--- config.mk ---
export PLATFORM = sky130hd
export DESIGN_NAME = cache_controller
export DESIGN_NICKNAME = d
export VERILOG_FILES = /design/src/rtl/cache_controller.sv
export SDC_FILE = /design/constraint.sdc
export NUM_CORES = 1
export LEC_CHECK = 0
export CORE_ASPECT_RATIO = 0.9
export CORE_UTILIZATION = 58
export DETAILED_ROUTE_END_ITERATION = 16
export DONT_BUFFER_PORTS = 1
export MAX_ROUTING_LAYER = met4
export PLACE_DENSITY_LB_ADDON = 0.25
export SYNTH_ARGS = -nofsm -noshare
export SYNTH_HDL_FRONTEND = slang
export SYNTH_SLANG_ARGS = --single-unit
--- constraint.sdc ---
create_clock -name CLK -period 3.6 [get_ports CLK]
set_clock_uncertainty 0.15 [all_clocks]
set_input_delay 0.36 -clock CLK [delete_from_list [all_inputs] [get_ports CLK]]
set_output_delay 0.36 -clock CLK [all_outputs]
set_load 0.005 [all_outputs]
--- src/rtl/cache_controller.sv ---
// Sequencing FSM for a direct-mapped, 4-word-block, write-through, no-allocate data cache.
// Define CACHE_PERF_CNT_EN to add saturating Hit_Count/Miss_Count outputs.
module cache_controller #(
  parameter int DATA_WIDTH = 32,
  parameter int ADDR_WIDTH = 10,
  parameter int OFFSET     = 2,
  parameter int CNT_WIDTH  = 16
) (
  input  logic                  CLK,
  input  logic                  rst,
  input  logic                  Proc_Rd,
  input  logic                  Proc_Wr,
  input  logic [ADDR_WIDTH-1:0] Proc_Addr,
  input  logic [DATA_WIDTH-1:0] Proc_Data,
  output logic                  Stall,
  input  logic                  Miss,
  output logic                  Cache_Rd,
  output logic                  Cache_Wr,
  output logic                  Block_Wr,
  output logic                  Mem_Rd_Req,
  output logic                  Mem_Wr_Req,
  output logic [ADDR_WIDTH-1:0] Mem_Addr,
  output logic [DATA_WIDTH-1:0] Mem_Wr_Data,
  input  logic                  Mem_Ready
`ifdef CACHE_PERF_CNT_EN
  ,
  output logic [CNT_WIDTH-1:0]  Hit_Count,
  output logic [CNT_WIDTH-1:0]  Miss_Count
`endif
);

  typedef enum logic [1:0] {
    IDLE,
    REFILL,
    WRITE_THRU,
    DONE
  } state_t;

  state_t state, state_n;
  logic   rd_start;
  logic   wr_start;

  always_ff @(posedge CLK) begin
    if (rst) begin
      state <= IDLE;
    end else begin
      state <= state_n;
    end
  end

  // A simultaneous read and write is handled as a write.
  always_comb begin
    state_n  = state;
    Stall    = 1'b0;
    Cache_Rd = 1'b0;
    Cache_Wr = 1'b0;
    Block_Wr = 1'b0;
    rd_start = 1'b0;
    wr_start = 1'b0;
    unique case (state)
      IDLE: begin
        Cache_Rd = Proc_Rd && !Proc_Wr;
        Cache_Wr = Proc_Wr;
        if (Proc_Wr) begin
          Stall    = 1'b1;
          wr_start = 1'b1;
          state_n  = WRITE_THRU;
        end else if (Proc_Rd && Miss) begin
          Stall    = 1'b1;
          rd_start = 1'b1;
          state_n  = REFILL;
        end
      end
      REFILL: begin
        Stall = 1'b1;
        if (Mem_Ready) begin
          Block_Wr = 1'b1;
          state_n  = IDLE;
        end
      end
      WRITE_THRU: begin
        Stall = 1'b1;
        if (Mem_Ready) begin
          state_n = DONE;
        end
      end
      DONE: begin
        state_n = IDLE;
      end
      default: begin
        state_n = IDLE;
      end
    endcase
  end

  always_ff @(posedge CLK) begin
    if (rst) begin
      Mem_Rd_Req  <= 1'b0;
      Mem_Wr_Req  <= 1'b0;
      Mem_Addr    <= '0;
      Mem_Wr_Data <= '0;
    end else begin
      if (rd_start) begin
        Mem_Rd_Req <= 1'b1;
        Mem_Addr   <= {Proc_Addr[ADDR_WIDTH-1:OFFSET], {OFFSET{1'b0}}};
      end else if (state == REFILL && Mem_Ready) begin
        Mem_Rd_Req <= 1'b0;
      end
      if (wr_start) begin
        Mem_Wr_Req  <= 1'b1;
        Mem_Addr    <= Proc_Addr;
        Mem_Wr_Data <= Proc_Data;
      end else if (state == WRITE_THRU && Mem_Ready) begin
        Mem_Wr_Req <= 1'b0;
      end
    end
  end

`ifdef CACHE_PERF_CNT_EN
  localparam logic [CNT_WIDTH-1:0] CntOne = {{(CNT_WIDTH-1){1'b0}}, 1'b1};

  // relook marks the IDLE cycle right after a refill, whose hit is not a new request.
  logic relook;
  logic req_seen;

  assign req_seen = (state == IDLE) && (Proc_Rd || Proc_Wr) && !relook;

  always_ff @(posedge CLK) begin
    if (rst) begin
      relook     <= 1'b0;
      Hit_Count  <= '0;
      Miss_Count <= '0;
    end else begin
      relook <= (state == REFILL) && Mem_Ready;
      if (req_seen && !Miss && !(&Hit_Count)) begin
        Hit_Count <= Hit_Count + CntOne;
      end
      if (req_seen && Miss && !(&Miss_Count)) begin
        Miss_Count <= Miss_Count + CntOne;
      end
    end
  end
`endif

endmodule

Yosys cells after proc, flatten, opt, wreduce, memory -nomap -nowiden --
Cells that the tools add are included.
Cells by class: $add $sub $neg 0, multiply operators 0, div/mod/pow operators 0, order comparisons 0, equal/unequal tests 6, shift operators 0, mux-type cells 22, bitwise operators 0, reduce and logical (&&, ||, !) cells 11
Operator list (number):
- 10-bit two-way mux | 2
- 1-bit two-way mux | 14
- 2-bit two-way mux | 4
- 2-bit one-hot mux with 4 select lines | 1
- 2-bit nonzero test | 3
- 2-bit == test, second input constant | 2
- 1-bit logical AND | 4
- 2-bit != test, second input constant | 2
- 3-bit != test, second input constant | 1
- 3-bit AND reduction | 1
- 2-bit by 1-bit == test with 1-bit output, second input constant | 1
- 2-bit logical NOT | 1
- 1-bit one-hot mux with 2 select lines | 1
- 2-bit OR reduction | 1
- 1-bit logical NOT | 1
Word-level totals: bits in registers 46, latch bits 0, RAM bits 0, memory bits (read-only) 0, bits of input ports 48, output and inout port bits 48, logic and storage cells 44, memories kept 0

Longest topological paths before layout --
depth after elaboration 6, gate-level depth with buffers 7, gate-level depth less buffers 6

Least setup slack after synthesis --
No wires, ideal clock.
kind register to output, start point register state[0], end point output Stall, data arrival time 1183 ps, path slack 1907 ps, cell stages (with the launch flop) 6, path buffers 1, path through dfxtp_1 inv_1 ha_1 o21a_1 buf_4 o21ba_2
Between the ends: word-level cells in the longest chain between the ends 3, elaborated cells on any way between the ends 5, those cells by class 2 x eq/ne; 1 x mux; 2 x reduce/logical
RTL lines:
- from (decl) | RTL line 39 | state_t state, state_n;
- from (signal assigned) | RTL line 47 | state <= state_n;
- 2-bit by 1-bit == test with 1-bit output / 2-bit == test (equally long branches) | RTL line 60 | unique case (state)
- 2-bit OR reduction (no source line)
- 1-bit one-hot mux with 2 select lines (*) | RTL line 60
- to (decl) | RTL line 15 | output logic Stall,
Every way passes the cells marked *; elsewhere a longest branch is shown, timed or not.

Worst setup path in the final report --
start point register state[0], end point register Mem_Wr_Data[19]
Between the ends: word-level cells in the longest chain between the ends 2
RTL lines:
- 2-bit logical NOT | RTL line 60
- 1-bit two-way mux | RTL line 60
- to (signal assigned) | RTL line 112 | Mem_Wr_Data <= Proc_Data;
- to (decl) | RTL line 23 | output logic [DATA_WIDTH-1:0] Mem_Wr_Data,
No other way between the ends. A chain may end at the register's enable or synchronous reset.

==> summary.md <==
| Metric | Value |
|---|---|
| Status | complete, but fails checks |
| Failing checks | hold timing |
| Met3 Use GR | 0.105 |
| Routed len/inst | between 15 and 20 um |
| HP Class | input pin to flip-flop |
| Hold depth | 2 |
| Area contributors post-synth | dfxtp_1 50%, nand2_1 13%, a21oi_1 9.5%, nand2b_1 6.8%, mux2i_1 5.5% |
| Period utilization | 0.814 |
| CTS Buf Count | 5 |
| Input/output buffers | 0 |
| Slew headroom | 0.577 |
| Min-delay src | Proc_Addr[4] |
| Met2 GRT Util | 0.480 |
| Average cell area after synthesis | 8.49 um^2 |
| Crit Path Max Fanout | 35 |
| Post-synth EDFFs | 0 |
| Synth Area in Compound Gates | 0.126 |
| Worst EP arrival | 3.05 ns |
| H-tree lvl count | 2 |
| Crit-path max cell delay | 0.56 ns |
| Starting density of the core | 0.636 |
| FF-to-FF path depth | 7 |
| Die Area | 3390 um^2 |
| Fin nets | 304 |
| Post-synthesis xor/xnor area fraction | 0 |
| Syn nets | 269 |
| Hold path endpoint | Mem_Addr[4]$_SDFFE_PP0P_ |
| Internal | between 0.0008 and 0.0009 W |
| Switching fraction of total power | 0.362 |
| Remaining DRCs | 0 |
| Largest family of logic cells by synthesized area | simple AND/OR/NAND/NOR gates |
| Post-DRT Antenna Nets | 0 |
| Cell taking the most area after synthesis | dfxtp_1 |
| Sequential element share of the synthesized area | 0.502 |
| Worst-margin pin slew | 0.633 ns |
| Clk slew on worst S/H paths | 0.14 ns |
| CP Buf/Inv Count | 3 |
| Synth unique cells | 24 |
| HPWL after DPL | 2.62 mm |
| Maxcap violations | 0 |
| CP Cell Sequence | inv_1 -> ha_1 -> nand2_2 -> clkinv_2 -> nand2_1 -> a21oi_1 -> dlygate4sd3_1 |
| Row Count | 18 |
| Mux cell area share after synthesis | 0.0607 |
| Worst reg2reg endpoint | Mem_Wr_Data[19]$_SDFFE_PP0P_ |
| Power per Cell Area | approximately 600 nW/um^2 |
| CP startpoint kind | flip-flop |
| Initial DRT Pass Iterations | 4 |
| Yosys reg bits | 46 |
| Reg2reg setup slack | about 0.67 ns |
| Via count | 1609 |
| Ant diodes | 0 |
| Endpoints failing hold | 1 |
| Die Height | roughly 55 um |
| Warnings from Yosys | 0 |
| Mapped Area | 1830 um^2 |
| Slew Limit Fails | 0 |
| Top_reg_cell synth | dfxtp_1 |
| Family with the most delay on the worst path | buffers and inverters |
| CTS tree | done |
| Simple-gate share of the synthesized area | 0.228 |
| Initial drt markers | 105 |
| Final setup fails | 0 |
| Resize count post-CTS | 0 |
| Sequential power share | 0.526 |
| First-pass GRT wire length | 6.76 mm |
| LEAKAGE | 0.904 nW |
| Clock Power Share | 0.182 |
| # clock sinks | 46 |
| Min Tclk post-route | 2.93 ns |
| Logic pwr share | 0.291 |
| Final setup TNS | 0 ns |
| Area grow syn2layout | 25.2% |
| Total Routed Length | roughly 4.5 mm |
| Design Power | around 0.0013 W |
| Final Util | 0.797 |
| CP max stage cell | clkinv_2 |
| All-layer global routing usage | 0.277 |
| Initial antenna violation count | 0 |
| Skew-Pair Late Insertion Delay | approximately 0.36 ns |
| Grt met1 use | 0.291 |
| Largest net degree at the start of global routing | 37 |
| Die Width | 61.3 um |
| Critical Path End Type | flip-flop |
| Switch Pwr | roughly 0.00049 W |
| GRT overflow | 0 |
| Clk Tree Root Cell | clkbuf_4 |
| Gpl congestion | 0.657 |
| Crit Path Category | flip-flop to flip-flop |
| Boundary Pins | 96 |
| Clock buffer depth | 2 |
| Fmax | 341 MHz |
| Avg Vias per Cell | between 5 and 6 |
| Number of global-route vias before repair | 1498 |
| Post-synth top cells | 65 x nand2_1, 46 x dfxtp_1, 35 x a21oi_1 |
| Layout cells sized above 1 | 0.0556 |
| RSZ-0062 raised after global routing | false |
| Cell with the most instances after synthesis | nand2_1 |
| Hold slack | -0.00118 ns |
| Adder-cell share of the synthesized area | 0.0341 |
| Reg-to-reg startpoint | state[0]$_SDFFE_PP0P_ |
| Worst path required time | 3.72 ns |
| Core area | 2880 um^2 |
| Share of the synthesized area in the top cell type | 0.502 |
| Most Crowded Layer GR | met2 |
| Post-Syn Instances | approximately 220 |
| Post-synth ARST share | 0 |
| Worst vdd ir | 0.334 mV |
==> power by group through the flow <==
stage                     sequential, W  clock, W  combinational, W
after floorplan                0.000690         0          0.000310
after global placement         0.000708         0          0.000310
after detailed placement       0.000714         0          0.000333
after CTS                      0.000703  0.000242          0.000377
after global routing           0.000714  0.000269          0.000430
final                          0.000705  0.000244          0.000390
==> area by class of cell <==
type	count	area, um^2
clock inverter	3	21.3
timing repair buffer	41	420
sequential	46	921
tap	40	50.0
inverter	6	23.8
fill	200	586
multi-input combinational	151	823
clock buffer	5	37.5
==> logic make-up after synthesis <==
family,count (synthesis)
compound gates,41
fa+ha+maj,5
buf+inv,19
flops,46
mux,11
simple gates,94
==> layer usage <==
layer / wire (um) / share of wire
met1: 1720 / 0.38
met2: 2400 / 0.53
met3: 381 / 0.084
met4: 20 / 0.0044
met5: 0 / 0
==> repair_timing <==
item,4_1_cts,5_1_grt
hold buffers,37,4
setup buffers,0,0
endpoints found under the hold margin,38,3
==> cell usage in the layout, fill, tap and decap left out <==
master and count:
a21oi_1 35, and2_1 2, buf_12 1, clkbuf_4 5, clkinv_2 2, clkinv_4 1, clkinvlp_4 1, dfxtp_1 46
dlygate4sd3_1 40, ha_1 5, inv_1 4, inv_2 1, mux2_1 1, mux2i_1 10, nand2_1 65, nand2_2 1
nand2b_1 20, nand3b_1 1, nor2_1 4, nor3b_1 1, o21a_1 1, o21ai_0 1, o21ba_2 1, o32ai_1 2
o32ai_2 1
==> sequential cells by signal, indices dropped and copies added, names as in the netlist <==
signal,cells
state,2
Mem_Wr_Data,32
Mem_Addr,10
Mem_Wr_Req,1
Mem_Rd_Req,1
==> through the flow <==
stage / hold slack, ns / std cells / worst slack [ns] / area (um^2)
finish: -0.00118 / 292 / 0.668 / 2300
global route: 0.00183 / 292 / 0.481 / 2300
CTS: 0.00127 / 288 / 0.686 / 2260
detailed placement: 0.286 / 243 / 1.24 / 1820
global placement: 0.283 / 243 / 1.34 / 1820
floorplan: 0.303 / 216 / 1.91 / 1830
==> worst max path at each step <==
stage,from,end,slack (ns),cells past startpoint
after floorplan,state[0]$_SDFFE_PP0P_,Stall,1.91,5
after global placement,state[0]$_SDFFE_PP0P_,Mem_Wr_Req$_SDFFE_PP0P_,1.34,6
after global routing,state[0]$_SDFFE_PP0P_,Mem_Wr_Data[19]$_SDFFE_PP0P_,0.48,7
after CTS,state[0]$_SDFFE_PP0P_,Mem_Wr_Data[19]$_SDFFE_PP0P_,0.69,7
final,state[0]$_SDFFE_PP0P_,Mem_Wr_Data[19]$_SDFFE_PP0P_,0.67,7
after detailed placement,state[0]$_SDFFE_PP0P_,Mem_Wr_Req$_SDFFE_PP0P_,1.24,6
No activity file was read; power rests on OpenSTA's default activity.
==> RTL change (same settings) <==
Re-encode `state_t` (4 states) as one-hot, 4 bits wide.
--- a/src/rtl/cache_controller.sv
+++ b/src/rtl/cache_controller.sv
@@ -31,7 +31,7 @@
 
-  typedef enum logic [1:0] {
-    IDLE,
-    REFILL,
-    WRITE_THRU,
-    DONE
+  typedef enum logic [3:0] {
+    IDLE       = 4'b0001,
+    REFILL     = 4'b0010,
+    WRITE_THRU = 4'b0100,
+    DONE       = 4'b1000
   } state_t;
Function: no difference found for any inputs over 10 cycles, from zero or initial values and one cycle with rst high; not proved beyond that.
==> RTL change against the unedited design <==
Sequential cell count rose by 2; first-iteration DRC count fell by 53%; register-to-register slack improved by 1100 ps; worst setup slack improved by 790 ps; hold slack improved by 46 ps; wire length fell by 11%; synthesized area rose by 12%; design area fell by 6.2%.
Power is not compared: it rests on default switching activity, and its combinational part moved more than twofold at a synthesized area within 25%.
==> RTL change: results (changes against the unedited design) <==
[outcome]
run_status=finished clean

[global_routing]
use_met3_pct=6.20  ; -4.3 points
grt_pass1_wl_mm=6.09  ; -10%
grt_start_max_net_pins=50  ; +35%
global_route_usage_sum_pct=21.6  ; -6.1 points
global_route.usage.met2_pct=37.4  ; -11 points
number_of_global_route_vias_before_repair=1373  ; -8.3%
grtUsageMet1_pct=24.5  ; -4.7 points
initial_antenna_violation_count=0  ; unchanged

[routing]
drt_first_iter_violations=49  ; -53%
met2WireLength_mm=1.95  ; -19%
detailed_route_wl_mm=4.01  ; -11%
vias_per_cell=5.82  ; +5.6%
m1WireLength_mm=1.71  ; -0.58%
detail_route_met3_wl_um=307  ; -19%
vias=1519  ; -5.6%

[cells_and_area]
largest_registers=Mem_Wr_Data (32), Mem_Addr (10), state (4)
num-fill-cells=300  ; +50%
drive_above_1_share_pct=20.3  ; +15 points
design.final.nets=264  ; -13%

[setup_path]
path_max_fanout=49  ; +40%
worst_r2r_startpoint=state[1]
critPathMaxStageDelay_ps=420  ; -140 ps
worstPathArrival_ps=1630  ; -1420 ps
timing.critical_path.slowest_stage_cell=sky130_fd_sc_hd__buf_4
worstSetupStartpoint=state[0]

[synth]
synth-adder-area-share_pct=0  ; -3.4 points
ys_seq_area_share_pct=46.7  ; -3.5 points
postSynthNetCount=274  ; +1.9%
netlist-cell-type-count=30  ; +25%
compound_gate_portion_of_the_synthesized_area_pct=26.2  ; +14 points
synth_commonest_cells=48 x sky130_fd_sc_hd__dfxtp_1, 36 x sky130_fd_sc_hd__a21oi_1, 19 x sky130_fd_sc_hd__nand2_1
yosys-mux-area-fraction_pct=3.90  ; -2.2 points
syn_avg_cell_area_um2=9.10  ; +7.1%
synthXorXnorAreaFrac_pct=0.426  ; +0.43 points
synth_top_cells_by_area=sky130_fd_sc_hd__dfxtp_1 47%, sky130_fd_sc_hd__a21oi_1 8.8%, sky130_fd_sc_hd__a31o_2 7.7%, sky130_fd_sc_hd__a21bo_2 6.8%, sky130_fd_sc_hd__nand2b_1 5.5%

[clock_network]
clock_pin_slew_worst_setup_and_hold_paths_ps=80  ; -60 ps
clkLatencyLatePin_ps=280  ; -80 ps
cts_max_path_buffers=2  ; unchanged
clk_root_buffer_cell=sky130_fd_sc_hd__clkbuf_8

[worst_hold_path]
worstHoldStart=rst
holdCritPathClass=input pin to register

[placement]
number_of_cells_in_the_design_after_placement=252  ; +3.7%
placement.setup.worst_slack_ps=1780  ; +544 ps
routabilityCongestion=0.746  ; +14%
placed_instance_area_mm2=0.00206  ; +13%
dp_hpwl_mm=2.71  ; +3.5%

[sta]
timing.setup.tns_ps=0  ; unchanged
worst-slew-pin-transition_ps=712  ; +79.2 ps

==> RTL change: cell count changes in the layout (fill, tap and decap cells not counted), sizes merged, moves of 5 or more <==
cell / before / now
a21bo: 0 / 14
a31o: 0 / 18
dlygate4sd3: 40 / 1
ha: 5 / 0
nand2: 66 / 19
nand3: 0 / 17
==> RTL change: path summary, 6_finish.rpt <==
| check | slack (ps) | cells after the start | end |
|---|---|---|---|
| worst max-delay path | 1460 | 4 | Stall |
| worst min-delay path | 50 | 1 | Mem_Rd_Req |
| worst max register to register | 1800 | 3 | Mem_Rd_Req |
| worst min register to register | 330 | 2 | Mem_Addr[8] |
==> RTL change: what timing repair did <==
item,4_1_cts,5_1_grt
hold endpoints to repair,19,0
hold buffers,1,0
buffers inserted,0,0
==> RTL change: final cells by class <==
type                       instances  area (um^2)  share of cell area, %
tap                               44         55.1                   2.55
sequential                        48          961                   44.6
inverter                           2         7.51                  0.348
timing repair buffer               3         25.0                   1.16
clock buffer                       8         90.1                   4.18
multi-input combinational        156         1020                   47.2
